[src/rtl/hex_stream_formatter_if.sv]
// Stream bundle for hex_stream_formatter.
//   Word side (into the formatter):  input_valid, input_ready, input_data
//   Char side (out of the formatter): output_valid, output_ready, output_data
// slave  : used by the formatter itself.
// master : used by whatever drives words in and takes characters out.
interface hex_stream_formatter_if #(
  parameter int INPUT_WIDTH = 16
);
  logic                   input_valid;
  logic                   input_ready;
  logic [INPUT_WIDTH-1:0] input_data;
  logic                   output_valid;
  logic                   output_ready;
  logic [7:0]             output_data;

  modport slave (
    input  input_valid,
    input  input_data,
    input  output_ready,
    output input_ready,
    output output_valid,
    output output_data
  );

  modport master (
    output input_valid,
    output input_data,
    output output_ready,
    input  input_ready,
    input  output_valid,
    input  output_data
  );
endinterface

[src/rtl/hex_stream_formatter.sv]
// Converts each accepted binary word into uppercase ASCII hex characters,
// MSB nibble first, optionally followed by CR LF, one character per transfer.
// Ports:
//   clock  - clock, all state on the rising edge
//   reset  - synchronous, active-high
//   bus    - word input stream and 8-bit character output stream (slave side)
//   busy   - high while a character is being presented (equals output_valid)
// INPUT_WIDTH must be a multiple of 4 and at least 4.
module hex_stream_formatter #(
  parameter int INPUT_WIDTH = 16,
  parameter bit APPEND_CRLF = 1'b1
) (
  input  logic                    clock,
  input  logic                    reset,
  hex_stream_formatter_if.slave   bus,
  output logic                    busy
);

  localparam int NUM_DIGITS = INPUT_WIDTH / 4;
  localparam int CNT_W      = (NUM_DIGITS > 1) ? $clog2(NUM_DIGITS) : 1;
  localparam logic [CNT_W-1:0] LAST_DIGIT = CNT_W'(NUM_DIGITS - 1);

  typedef enum logic [1:0] {
    S_IDLE,
    S_DIGIT,
    S_CR,
    S_LF
  } state_t;

  function automatic logic [7:0] nibble_to_ascii(input logic [3:0] n);
    // 'A' (0x41) is 0x37 + 10
    if (n < 4'd10) nibble_to_ascii = 8'h30 + {4'h0, n};
    else           nibble_to_ascii = 8'h37 + {4'h0, n};
  endfunction

  state_t                 state_p1, state_nx;
  logic [CNT_W-1:0]       digit_cnt_p1, digit_cnt_nx;
  logic [INPUT_WIDTH-1:0] shift_p1, shift_nx;
  logic [INPUT_WIDTH-1:0] shift_next_digit;
  logic [7:0]             char_p1, char_nx;
  logic                   vld_p1;
  logic                   last_char;
  logic                   accept;
  logic                   out_xfer;

  assign vld_p1   = (state_p1 != S_IDLE);
  assign out_xfer = vld_p1 && bus.output_ready;

  // The final character of a message is LF, or the last digit when no CR LF
  // is appended; its transfer frees the block to take the next word at once.
  always_comb begin
    last_char = 1'b0;
    if (APPEND_CRLF) last_char = (state_p1 == S_LF);
    else             last_char = (state_p1 == S_DIGIT) && (digit_cnt_p1 == LAST_DIGIT);
  end

  assign bus.input_ready = !reset && (!vld_p1 || (bus.output_ready && last_char));
  assign accept          = bus.input_valid && bus.input_ready;

  // Remaining digits are kept left-aligned so the current one is always the top nibble.
  assign shift_next_digit = shift_p1 << 4;

  always_comb begin
    state_nx     = state_p1;
    digit_cnt_nx = digit_cnt_p1;
    shift_nx     = shift_p1;
    char_nx      = char_p1;
    if (accept) begin
      state_nx     = S_DIGIT;
      digit_cnt_nx = '0;
      shift_nx     = bus.input_data;
      char_nx      = nibble_to_ascii(bus.input_data[INPUT_WIDTH-1 -: 4]);
    end else if (out_xfer) begin
      case (state_p1)
        S_DIGIT: begin
          if (digit_cnt_p1 == LAST_DIGIT) begin
            if (APPEND_CRLF) begin
              state_nx = S_CR;
              char_nx  = 8'h0D;
            end else begin
              state_nx = S_IDLE;
            end
          end else begin
            digit_cnt_nx = digit_cnt_p1 + CNT_W'(1);
            shift_nx     = shift_next_digit;
            char_nx      = nibble_to_ascii(shift_next_digit[INPUT_WIDTH-1 -: 4]);
          end
        end
        S_CR: begin
          state_nx = S_LF;
          char_nx  = 8'h0A;
        end
        S_LF:    state_nx = S_IDLE;
        default: state_nx = S_IDLE;
      endcase
    end
  end

  // Stage p1: presented character and message progress
  always_ff @(posedge clock) begin
    if (reset) begin
      state_p1     <= S_IDLE;
      digit_cnt_p1 <= '0;
      shift_p1     <= '0;
      char_p1      <= 8'h00;
    end else begin
      state_p1     <= state_nx;
      digit_cnt_p1 <= digit_cnt_nx;
      shift_p1     <= shift_nx;
      char_p1      <= char_nx;
    end
  end

  assign bus.output_valid = vld_p1;
  assign bus.output_data  = char_p1;
  assign busy             = vld_p1;

endmodule
[src/flat_wrapper.sv]
// flat-port wrapper written by rule: the top's interface ports become plain ports
module hex_stream_formatter_flat 
#(
  parameter int INPUT_WIDTH = 16,
  parameter bit APPEND_CRLF = 1'b1
)
  (clock, reset, busy, bus_input_valid, bus_input_data, bus_output_ready, bus_input_ready, bus_output_valid, bus_output_data);
  hex_stream_formatter_if #(.INPUT_WIDTH(INPUT_WIDTH)) bus_i ();
  input  logic clock;
  input  logic reset;
  output logic busy;
  input wire logic [$bits(bus_i.input_valid)-1:0] bus_input_valid;
  input wire logic [$bits(bus_i.input_data)-1:0] bus_input_data;
  input wire logic [$bits(bus_i.output_ready)-1:0] bus_output_ready;
  output wire logic [$bits(bus_i.input_ready)-1:0] bus_input_ready;
  output wire logic [$bits(bus_i.output_valid)-1:0] bus_output_valid;
  output wire logic [$bits(bus_i.output_data)-1:0] bus_output_data;
  assign bus_i.input_valid = bus_input_valid;
  assign bus_i.input_data = bus_input_data;
  assign bus_i.output_ready = bus_output_ready;
  assign bus_input_ready = bus_i.input_ready;
  assign bus_output_valid = bus_i.output_valid;
  assign bus_output_data = bus_i.output_data;
  hex_stream_formatter #(.INPUT_WIDTH(INPUT_WIDTH), .APPEND_CRLF(APPEND_CRLF)) u_core (.clock(clock), .reset(reset), .bus(bus_i), .busy(busy));
endmodule
[config.mk]
export PLATFORM = sky130hd
export DESIGN_NAME = hex_stream_formatter_flat
export DESIGN_NICKNAME = d
export VERILOG_FILES = /design/src/rtl/hex_stream_formatter_if.sv /design/src/rtl/hex_stream_formatter.sv /design/src/flat_wrapper.sv
export SDC_FILE = /design/constraint.sdc
export NUM_CORES = 1
export LEC_CHECK = 0
export ABC_AREA = 1
export CORE_ASPECT_RATIO = 0.5
export CORE_MARGIN = 1.5
export CORE_UTILIZATION = 25
export DETAILED_ROUTE_END_ITERATION = 10
export HOLD_SLACK_MARGIN = 0.12
export SLEW_MARGIN = 0
export SYNTH_ARGS = -nofsm -noshare
export SYNTH_HDL_FRONTEND = slang
export SYNTH_SLANG_ARGS = --single-unit
export TNS_END_PERCENT = 5
[constraint.sdc]
create_clock -name clock -period 1.52 [get_ports clock]
set_input_delay 0.38 -clock clock [delete_from_list [all_inputs] [get_ports clock]]
set_output_delay 0.38 -clock clock [all_outputs]
set_load 0.01 [all_outputs]
### Word level (Yosys, flattened, before mapping)

Cells that the tools add are included.

| storage, ports and cells | value |
|---|---|
| bits in registers | 24 |
| bits in latches | 0 |
| bits in writable memories | 0 |
| memory bits (read-only) | 0 |
| output and inout port bits | 11 |
| logic and storage cells | 51 |
| memories | 0 |

| operators by class | value |
|---|---|
| $add $sub $neg | 5 |
| multiply operators | 0 |
| divide/modulo/power cells | 0 |
| magnitude comparators | 2 |
| eq/ne operators | 7 |
| shift operators | 0 |
| mux-type cells | 14 |
| bitwise gates (word level) | 1 |
| reductions and logical operators | 17 |

Operator list:

| operator | number |
|---|---|
| $mux 12 | 4 |
| $mux 8 | 5 |
| $add 6x4->7 const A | 4 |
| $pmux 8 s2 | 1 |
| $lt 4x4->1 const B | 2 |
| $eq 2x2->1 const B | 3 |
| $reduce_and 2->1 | 3 |
| $reduce_and 3->1 | 2 |
| $reduce_bool 2->1 | 3 |
| $logic_and 1x1->1 | 4 |
| $pmux 2 s2 | 1 |
| $ne 3x2->1 const B | 1 |
| $reduce_bool 3->1 | 1 |
| $add 2x1->2 const B | 1 |
| $eq 2x1->1 const B | 1 |
| $logic_not 1->1 | 2 |
| $mux 1 | 2 |
| $mux 2 | 1 |
| $ne 2x1->1 const B | 1 |
| $ne 2x2->1 const B | 1 |
| $reduce_or 2->1 | 1 |
| $logic_or 1x1->1 | 1 |
| $not 1->1 | 1 |

### Depth between registers and ports, before layout

Gate-level depths: netlist of run 1.

| depth | value |
|---|---|
| depth after elaboration | 7 |
| depth in mapped cells | 12 |

### Worst setup path before layout of run 1

No wires, ideal clock.

| timing path | value |
|---|---|
| path kind | reg2reg |
| from | register u_core.state_p1[0] |
| to | register u_core.char_p1[4] (netlist: u_core.bus.output_data[4]) |
| data arrival time | 1.345 ns |
| setup slack | 0.046 ns |
| stages on the path, launching flop included | 13 |
| path buffers | 0 |
| period minus slack after synthesis | 1.474 ns |
| cell sequence | dfxtp_1 -> inv_1 -> ha_1 -> inv_1 -> nand2_1 -> inv_1 -> nand2_1 -> nand2_2 -> inv_2 -> nand2_1 -> nand2_1 -> nor2_1 -> nor2_1 |

| between the ends | value |
|---|---|
| cells in the longest elaborated chain, start to end | 7 |

RTL lines:

| what | RTL line | source |
|---|---|---|
| start, declared | hex_stream_formatter.sv:36 | `state_t state_p1, state_nx;` |
| start signal, assigned | hex_stream_formatter.sv:107 | `state_p1 <= state_nx;` |
| $reduce_bool 2->1 (*) | hex_stream_formatter.sv:46 | `assign vld_p1 = (state_p1 != S_IDLE);` |
| via bus_output_valid | flat_wrapper.sv:16 | `output wire logic [$bits(bus_i.output_valid)-1:0] bus_output_valid;` |
| $logic_not 1->1 | hex_stream_formatter.sv:57 | `assign bus.input_ready = !reset && (!vld_p1 \|\| (bus.output_ready && last_char));` |
| $logic_or 1x1->1 | hex_stream_formatter.sv:57 |  |
| $logic_and 1x1->1 | hex_stream_formatter.sv:57 |  |
| $logic_and 1x1->1 | hex_stream_formatter.sv:58 | `assign accept = bus.input_valid && bus.input_ready;` |
| $reduce_bool 3->1 (no source line) / $reduce_bool 2->1 (equally long branches) | - |  |
| $reduce_and 2->1 (no source line) | - |  |
| end signal, assigned | hex_stream_formatter.sv:110 | `char_p1 <= char_nx;` |
| end, declared | hex_stream_formatter.sv:40 | `logic [7:0] char_p1, char_nx;` |

The timed path passes the listed nets; every way through them passes the cells marked *. The select of a mux whose other input is x is not followed.
A chain may end at the register's enable or synchronous reset.

### Worst setup path after layout of run 1

| timing path | value |
|---|---|
| from | register u_core.state_p1[0] |
| to | output port bus_input_ready |

| between the ends | value |
|---|---|
| cells in the longest elaborated chain, start to end | 4 |

RTL lines:

| what | RTL line | source |
|---|---|---|
| $eq 2x2->1 / $reduce_bool 2->1 (equally long branches) | hex_stream_formatter.sv:53, hex_stream_formatter.sv:46 |  |
| $logic_and 1x1->1 / $logic_not 1->1 (equally long branches) | hex_stream_formatter.sv:57 |  |
| $logic_or 1x1->1 (*) | hex_stream_formatter.sv:57 |  |
| $logic_and 1x1->1 (*) | hex_stream_formatter.sv:57 |  |
| end, declared | flat_wrapper.sv:15 | `output wire logic [$bits(bus_i.input_ready)-1:0] bus_input_ready;` |

Mark *: on every way between the ends. The rest lies on a longest branch, timed or not.

==> out/metrics.csv, run 1 <==
stage,metric,value,unit
synthesis,Cell variety after synth,25,
global_route,Global Route Usage Sum,12.0,%
detailed_routing,DRT Pass-1 Iters,4,
floorplanning,Die Wd,107,um
detailed_routing,drc violations,0,
timing,Fin. Hold Viols,0,
timing,WHS,0.469,ns
worst_setup_path,startpoint class of the critical path,flop,
floorplanning,core area,5070,um2
power_and_ir_drop,clock group share of total power,19.2,%
worst_setup_path,CP arrival,1.14,ns
detailed_routing,Via Count,1404,
job,max cap viols,0,
timing,RSZ-0062 raised after global routing,yes,
clock_tree,"Reg clk slew, reported paths",0.09,ns
global_route,gr ovfl total,0,
synthesis,Yosys reg bits,23,
power_and_ir_drop,PwrDens,1080,nW/um2
worst_setup_path,"Top cell by count, worst path",inv_2,
hold_path,worst hold path type,reg2reg,
finish,Area Growth Syn to Fin,40.4,%
timing,Final Cycle Share,99.8,%
power_and_ir_drop,Switching Share,36.3,%
worst_setup_path,Critical-path top delay cell,dfxtp_2,
synthesis,Post-Syn Nets,229,
worst_setup_path,crit path buf inv count,4,
clock_tree,TritonCTS buffer count,3,
synthesis,Post-Syn Area,1360,um2
synthesis,share of the yosys chip area belonging to registers,33.9,%
place,Buffers on Ports,29,
place,HPWL after DPL,2490,um
worst_setup_path,crit-path cells,inv_2 -> ha_4 -> inv_2 -> nand2_2 -> nand2_1 -> inv_1 -> buf_6,
floorplanning,num rows,18,
finish,layout cells sized above 1,20.5,%
worst_setup_path,critical path class,reg2out,
finish,nets,272,
synthesis,syn_area_per_cell,6.71,um2
worst_setup_path,Worst Path Required,1.14,ns
timing,Max Fclk,0.659,GHz
worst_setup_path,Setup crit end kind,output port,
clock_tree,clock sink total,23,
place,Placed Area,1820,um2
power_and_ir_drop,Worst VDD drop,381,uV
clock_tree,# H-tree levels,1,
clock_tree,Longest Clk Path Bufs,2,
clock_tree,CTS tree,built,
global_route,initial antenna violation count,0,
finish,n_diodes,0,
detailed_routing,initial drt markers,82,
hold_path,worst hold start,u_core.bus.output_data[6],
worst_setup_path,Critical Path Source,u_core.state_p1[0],
detailed_routing,DR vias/cell,4.47,
synthesis,Mapped Cells,202,
power_and_ir_drop,internal power,0.00131,W
worst_setup_path,Top Family by Delay on Critical Path,flip-flops,
worst_setup_path,Worst path max stage delay,0.37,ns
power_and_ir_drop,Pleak,0.880,nW
power_and_ir_drop,Flop pwr share,36.0,%
finish,final instance area,1900,um2
detailed_routing,final wirelength,3240,um
floorplanning,die area,5900,um2
timing,setup violators final,0,
global_route,pin count of the biggest net entering global routing,24,
global_route,first-pass GRT wire length,5460,um
timing,clk_skew,0.00550,ns
synthesis,Yosys warning count,0,
detailed_routing,Final ANT Viol Nets,0,
power_and_ir_drop,Comb power frac,44.8,%
place,Final Wtd Congestion,0.819,
worst_setup_path,RR Startpoint,u_core.state_p1[0],
run_status,outcome,"complete, no violations",
worst_setup_path,CP Max Fanout,3,
floorplanning,Die Height,55.1,um
clock_tree,clk root buf,clkbuf_8,
floorplanning,Initial Util,26.8,%
clock_tree,clk_lat worst skew,0.27,ns
power_and_ir_drop,P_sw,0.000748,W
global_route,vias in the first global route,1272,
timing,minimum clock period,1.52,ns
timing,Final Max Slew Viols,0,
floorplanning,I/O pin cnt,31,
detailed_routing,drt wl/cell,10.3,um
## layout make-up
cell class / count / area (um2)
Fill cell: 566 / 3160
Multi-Input combinational cell: 142 / 751
Sequential cell: 23 / 463
Timing Repair Buffer: 48 / 445
Inverter: 27 / 109
Tap cell: 70 / 87.6
Clock buffer: 3 / 41.3
Clock inverter: 1 / 7.51
## path summary, 6_finish.rpt
| check | to | slack [ns] | cells after the start |
|---|---|---|---|
| max | bus_input_ready | 0.002 | 7 |
| min | u_core.bus.output_data[6] | 0.47 | 2 |
| max reg2reg | u_core.bus.output_data[1] | 0.05 | 12 |
| min reg2reg | u_core.bus.output_data[6] | 0.47 | 2 |
## cell usage after synthesis (all sizes together)
library cell  instances  area, um2
conb                  1       3.75
nand2                59        224
o31ai                 1       7.51
ha                    7       87.6
xnor2                 1       8.76
nand3                34        183
a21oi                12       63.8
o21ai                 6       30.0
a211oi                1       7.51
nand4                 1       6.26
buf                   9       73.8
a31oi                 8       50.1
nor2                 11       41.3
clkbuf                1       3.75
clkinv                1       5.00
inv                  26        100
dfxtp                23        460
## metal layers
metal	part of all wire, %	vias to the layer above	track usage, %
li1	-	737	-
met1	51	636	15.8
met2	44	26	19.6
met3	3.4	5	2.69
met4	1.4	0	4.67
met5	0	-	0
## power by group through the flow
stage / Combinational (W) / Clock (W) / Sequential [W]
5_1_grt: 0.00102 / 0.000438 / 0.000751
4_1_cts: 0.000875 / 0.000415 / 0.000741
3_3_place_gp: 0.000878 / 0 / 0.000747
6_report: 0.000923 / 0.000396 / 0.000740
2_1_floorplan: 0.000479 / 0 / 0.000759
3_5_place_dp: 0.000889 / 0 / 0.000750
## tightest hold or removal path: stages, from the launching register on
cell and delay, ns:
dfxtp_1 0.32, nand2_1 0.06, a21oi_1 0.05
## state kept, by name, summed over array words and instances, names as in the netlist
| signal | flops |
|---|---|
| u_core.shift_p1 | 12 |
| u_core.state_p1 | 2 |
| u_core.digit_cnt_p1 | 2 |
| u_core.bus.output_data | 7 |
## kinds of logic (layout without fill, tap and decap cells)
logic type / Yosys count / count (layout) / share of synthesized area (%)
AO/OA/AOI/OAI: 28 / 28 / 11.7
flip-flops: 23 / 23 / 33.9
AND/OR/NAND/NOR: 105 / 105 / 33.5
adder cells (fa/ha/maj): 7 / 7 / 6.46
XOR/XNOR: 1 / 1 / 0.646
buffers and inverters: 37 / 79 / 13.5
other: 1 / 1 / 0.276
## through the flow
stage | TNS [ns] | std cells | power (W) | util [%] | worst slack (ns)
finish | 0 | 314 | 0.00206 | 37.6 | 0.00243
global route | -0.595 | 314 | 0.00221 | 37.6 | -0.0903
CTS | -0.0223 | 314 | 0.00203 | 36.9 | -0.0223
detailed placement | -7.12 | 310 | 0.00164 | 36.0 | -0.469
global placement | -6.66 | 310 | 0.00163 | 36.0 | -0.455
floorplan | 0 | 202 | 0.00124 | - | 0.0458
## placed cells by master (no fill, tap or decap), drive strengths merged, types with 8 or more instances in the layout
master / n
a21oi: 12
nor2: 11
dlygate4sd2: 9
nand3: 34
nand2: 59
dfxtp: 23
clkdlybuf4s50: 17
inv: 27
buf: 22
a31oi: 8
## timing repair
action,CTS,global route
setup buffers,0,0
endpoints found under the hold margin,0,0
pin swaps,4,2
endpoints found under the setup margin,30,24
hold buffers,0,0
resized for setup,32,15
cloned,0,0
No activity file was read; power rests on OpenSTA's default activity.
==> run 2: changes to the inputs <==
- CTS_CLUSTER_SIZE: not set -> 14
- PLACE_DENSITY: not set -> 0.48
- REMOVE_ABC_BUFFERS: not set -> 1
==> run 2 against run 1 <==
The run now ends with negative setup slack left. Combinational power is 2.9% lower. Highest routed layer unchanged. Via count down 2.5%. Critical path type unchanged. Die area did not move. Clock-buffer cell count is the same. Non-clock buffer count increased by 1. Worst hold slack got worse by 0.0017 ns. Register-to-register slack gained 0.03 ns. Cell area about the same.
==> out/metrics.csv, run 2 (synthesized netlist as in run 1, its figures left out) <==
stage,metric,value,unit
worst_setup_path,CP arrival,1.16,ns
clock_tree,CTS tree,built,
place,Final Wtd Congestion,0.741,
global_route,first-pass GRT wire length,5640,um
global_route,Global Route Usage Sum,12.5,%
detailed_routing,drt wl/cell,10.6,um
finish,Top reg by flops,u_core.shift_p1,
global_route,pin count of the biggest net entering global routing,24,
finish,Sequential cell area,463,um2
clock_tree,# hold bufs at CTS,0,
floorplanning,core area,5070,um2
timing,WHS,0.467,ns
global_route,gr ovfl total,0,
power_and_ir_drop,Worst VDD drop,310,uV
detailed_routing,initial drt markers,69,
clock_tree,clock sink total,23,
worst_setup_path,CP Max Fanout,4,
timing,Fin. Hold Viols,0,
detailed_routing,drc violations,0,
timing,Final Cycle Share,101,%
worst_setup_path,flop-to-flop setup slack,0.08,ns
timing,clk_skew,0.00224,ns
power_and_ir_drop,Pleak,0.896,nW
clock_tree,Longest Clk Path Bufs,2,
hold_path,worst hold path type,reg2reg,
floorplanning,die area,5900,um2
detailed_routing,final wirelength,3350,um
job,max cap viols,0,
finish,nets,273,
finish,non-filler instance count after layout,315,
finish,"commonest non-fill, non-tap cells in the layout","55 x nand2_1, 33 x nand3_1, 21 x dfxtp_1",
floorplanning,Die Wd,107,um
finish,fin util,37.6,%
finish,n_diodes,0,
clock_tree,"Reg clk slew, reported paths",0.08,ns
finish,layout cells sized above 1,17.6,%
detailed_routing,Final ANT Viol Nets,0,
global_route,vias in the first global route,1226,
finish,Filler Cells Inserted,569,
clock_tree,clk_lat worst skew,0.27,ns
floorplanning,num rows,18,
run_status,failing checks,negative setup slack,
place,HPWL after DPL,2490,um
worst_setup_path,critical path class,reg2out,
timing,final setup margin,-0.0159,ns
floorplanning,Die Height,55.1,um
finish,"most common cell after layout, fill and taps aside",nand2_1,
finish,max FFs per register,12,
detailed_routing,DRT Pass-1 Iters,4,
worst_setup_path,Setup crit end kind,output port,
place,Buffers on Ports,29,
worst_setup_path,Worst Path Required,1.14,ns
detailed_routing,DR vias/cell,4.35,
clock_tree,TritonCTS buffer count,3,
place,post-placement cell count,311,
run_status,outcome,finished with violations,
place,Placement Setup Slack,-0.489,ns
power_and_ir_drop,PwrDens,1070,nW/um2
finish,Area Growth Syn to Fin,40.3,%
timing,Final Max Slew Viols,0,
floorplanning,Initial Util,26.8,%
clock_tree,"Setup Fix Bufs, Post-CTS",0,
finish,multi-input logic area,741,um2
global_route,initial antenna violation count,0,
timing,RSZ-0062 raised after global routing,yes,
floorplanning,I/O pin cnt,31,
clock_tree,# H-tree levels,1,
timing,Max Fclk,0.651,GHz
timing,minimum clock period,1.54,ns
worst_setup_path,startpoint class of the critical path,flop,
timing,setup violators final,1,
power_and_ir_drop,"Power, Total",0.00203,W
detailed_routing,Via Count,1369,
clock_tree,clk root buf,clkbuf_8,
run 2: cell types whose count changed in the layout (fill, tap and decap cells not counted), sizes merged:
cell,change
clkdlybuf4s15,+2
buf,-1
clkinv,+1
clkinvlp,-1
dlygate4sd2,-1
dlymetal6s2s,+1
run 2: through the flow:
step	cell area [um2]	setup TNS, ns
finish	1900	-0.0159
global route	1900	-0.558
CTS	1880	-0.0585
detailed placement	1830	-6.44
global placement	1830	-6.16
floorplan	1280	-6.10
run 2: timing repair:
item,in CTS,in global routing
pin swaps,3,2
resized for setup,26,8
setup endpoints to repair,31,22
run 2: layer usage:
metal	up-vias	GRT usage, %	routed length (um)
li1	734	-	-
met1	600	15.8	1730
met2	32	21.2	1430
met3	3	3.16	176
met4	0	4.00	15
met5	-	0	0
run 2: cell type report:
class                   count  share of cell area, %
clock buffers               3                   2.17
multi-input cells         142                   38.9
flip-flops and latches     23                   24.3
well taps                  70                   4.60
clock inverters             1                  0.263
inverters                  27                   5.72
repair buffers             49                   24.0
run 2: path summary, 6_finish.rpt:
| check | startpoint | endpoint | cells after the start |
|---|---|---|---|
| hold / removal | u_core.bus.output_data[6] | u_core.bus.output_data[6] | 2 |
| setup / recovery | u_core.state_p1[1] | bus_input_ready | 7 |
| setup reg to reg | u_core.state_p1[1] | u_core.bus.output_data[1] | 11 |
| hold reg to reg | u_core.bus.output_data[6] | u_core.bus.output_data[6] | 2 |
run 2: power by group:
group,switching (W),internal [W]
logic,0.000469,0.000427
registers,0.0000519,0.000689
clock network,0.000209,0.000183
total,0.000730,0.00130
run 2: critical path, stage by stage (launching register included):
cell and delay (ns):
dfxtp_2 0.36, inv_2 0.06, ha_4 0.16, inv_4 0.06, nand2_2 0.05, nand2_1 0.05, inv_1 0.04, buf_2 0.12
==> run 3: changes to the inputs <==
- ABC_CLOCK_PERIOD_IN_PS: not set -> 1520
==> results of run 3 <==
No change in the layout: final DEF, timing and power equal those of run 2.
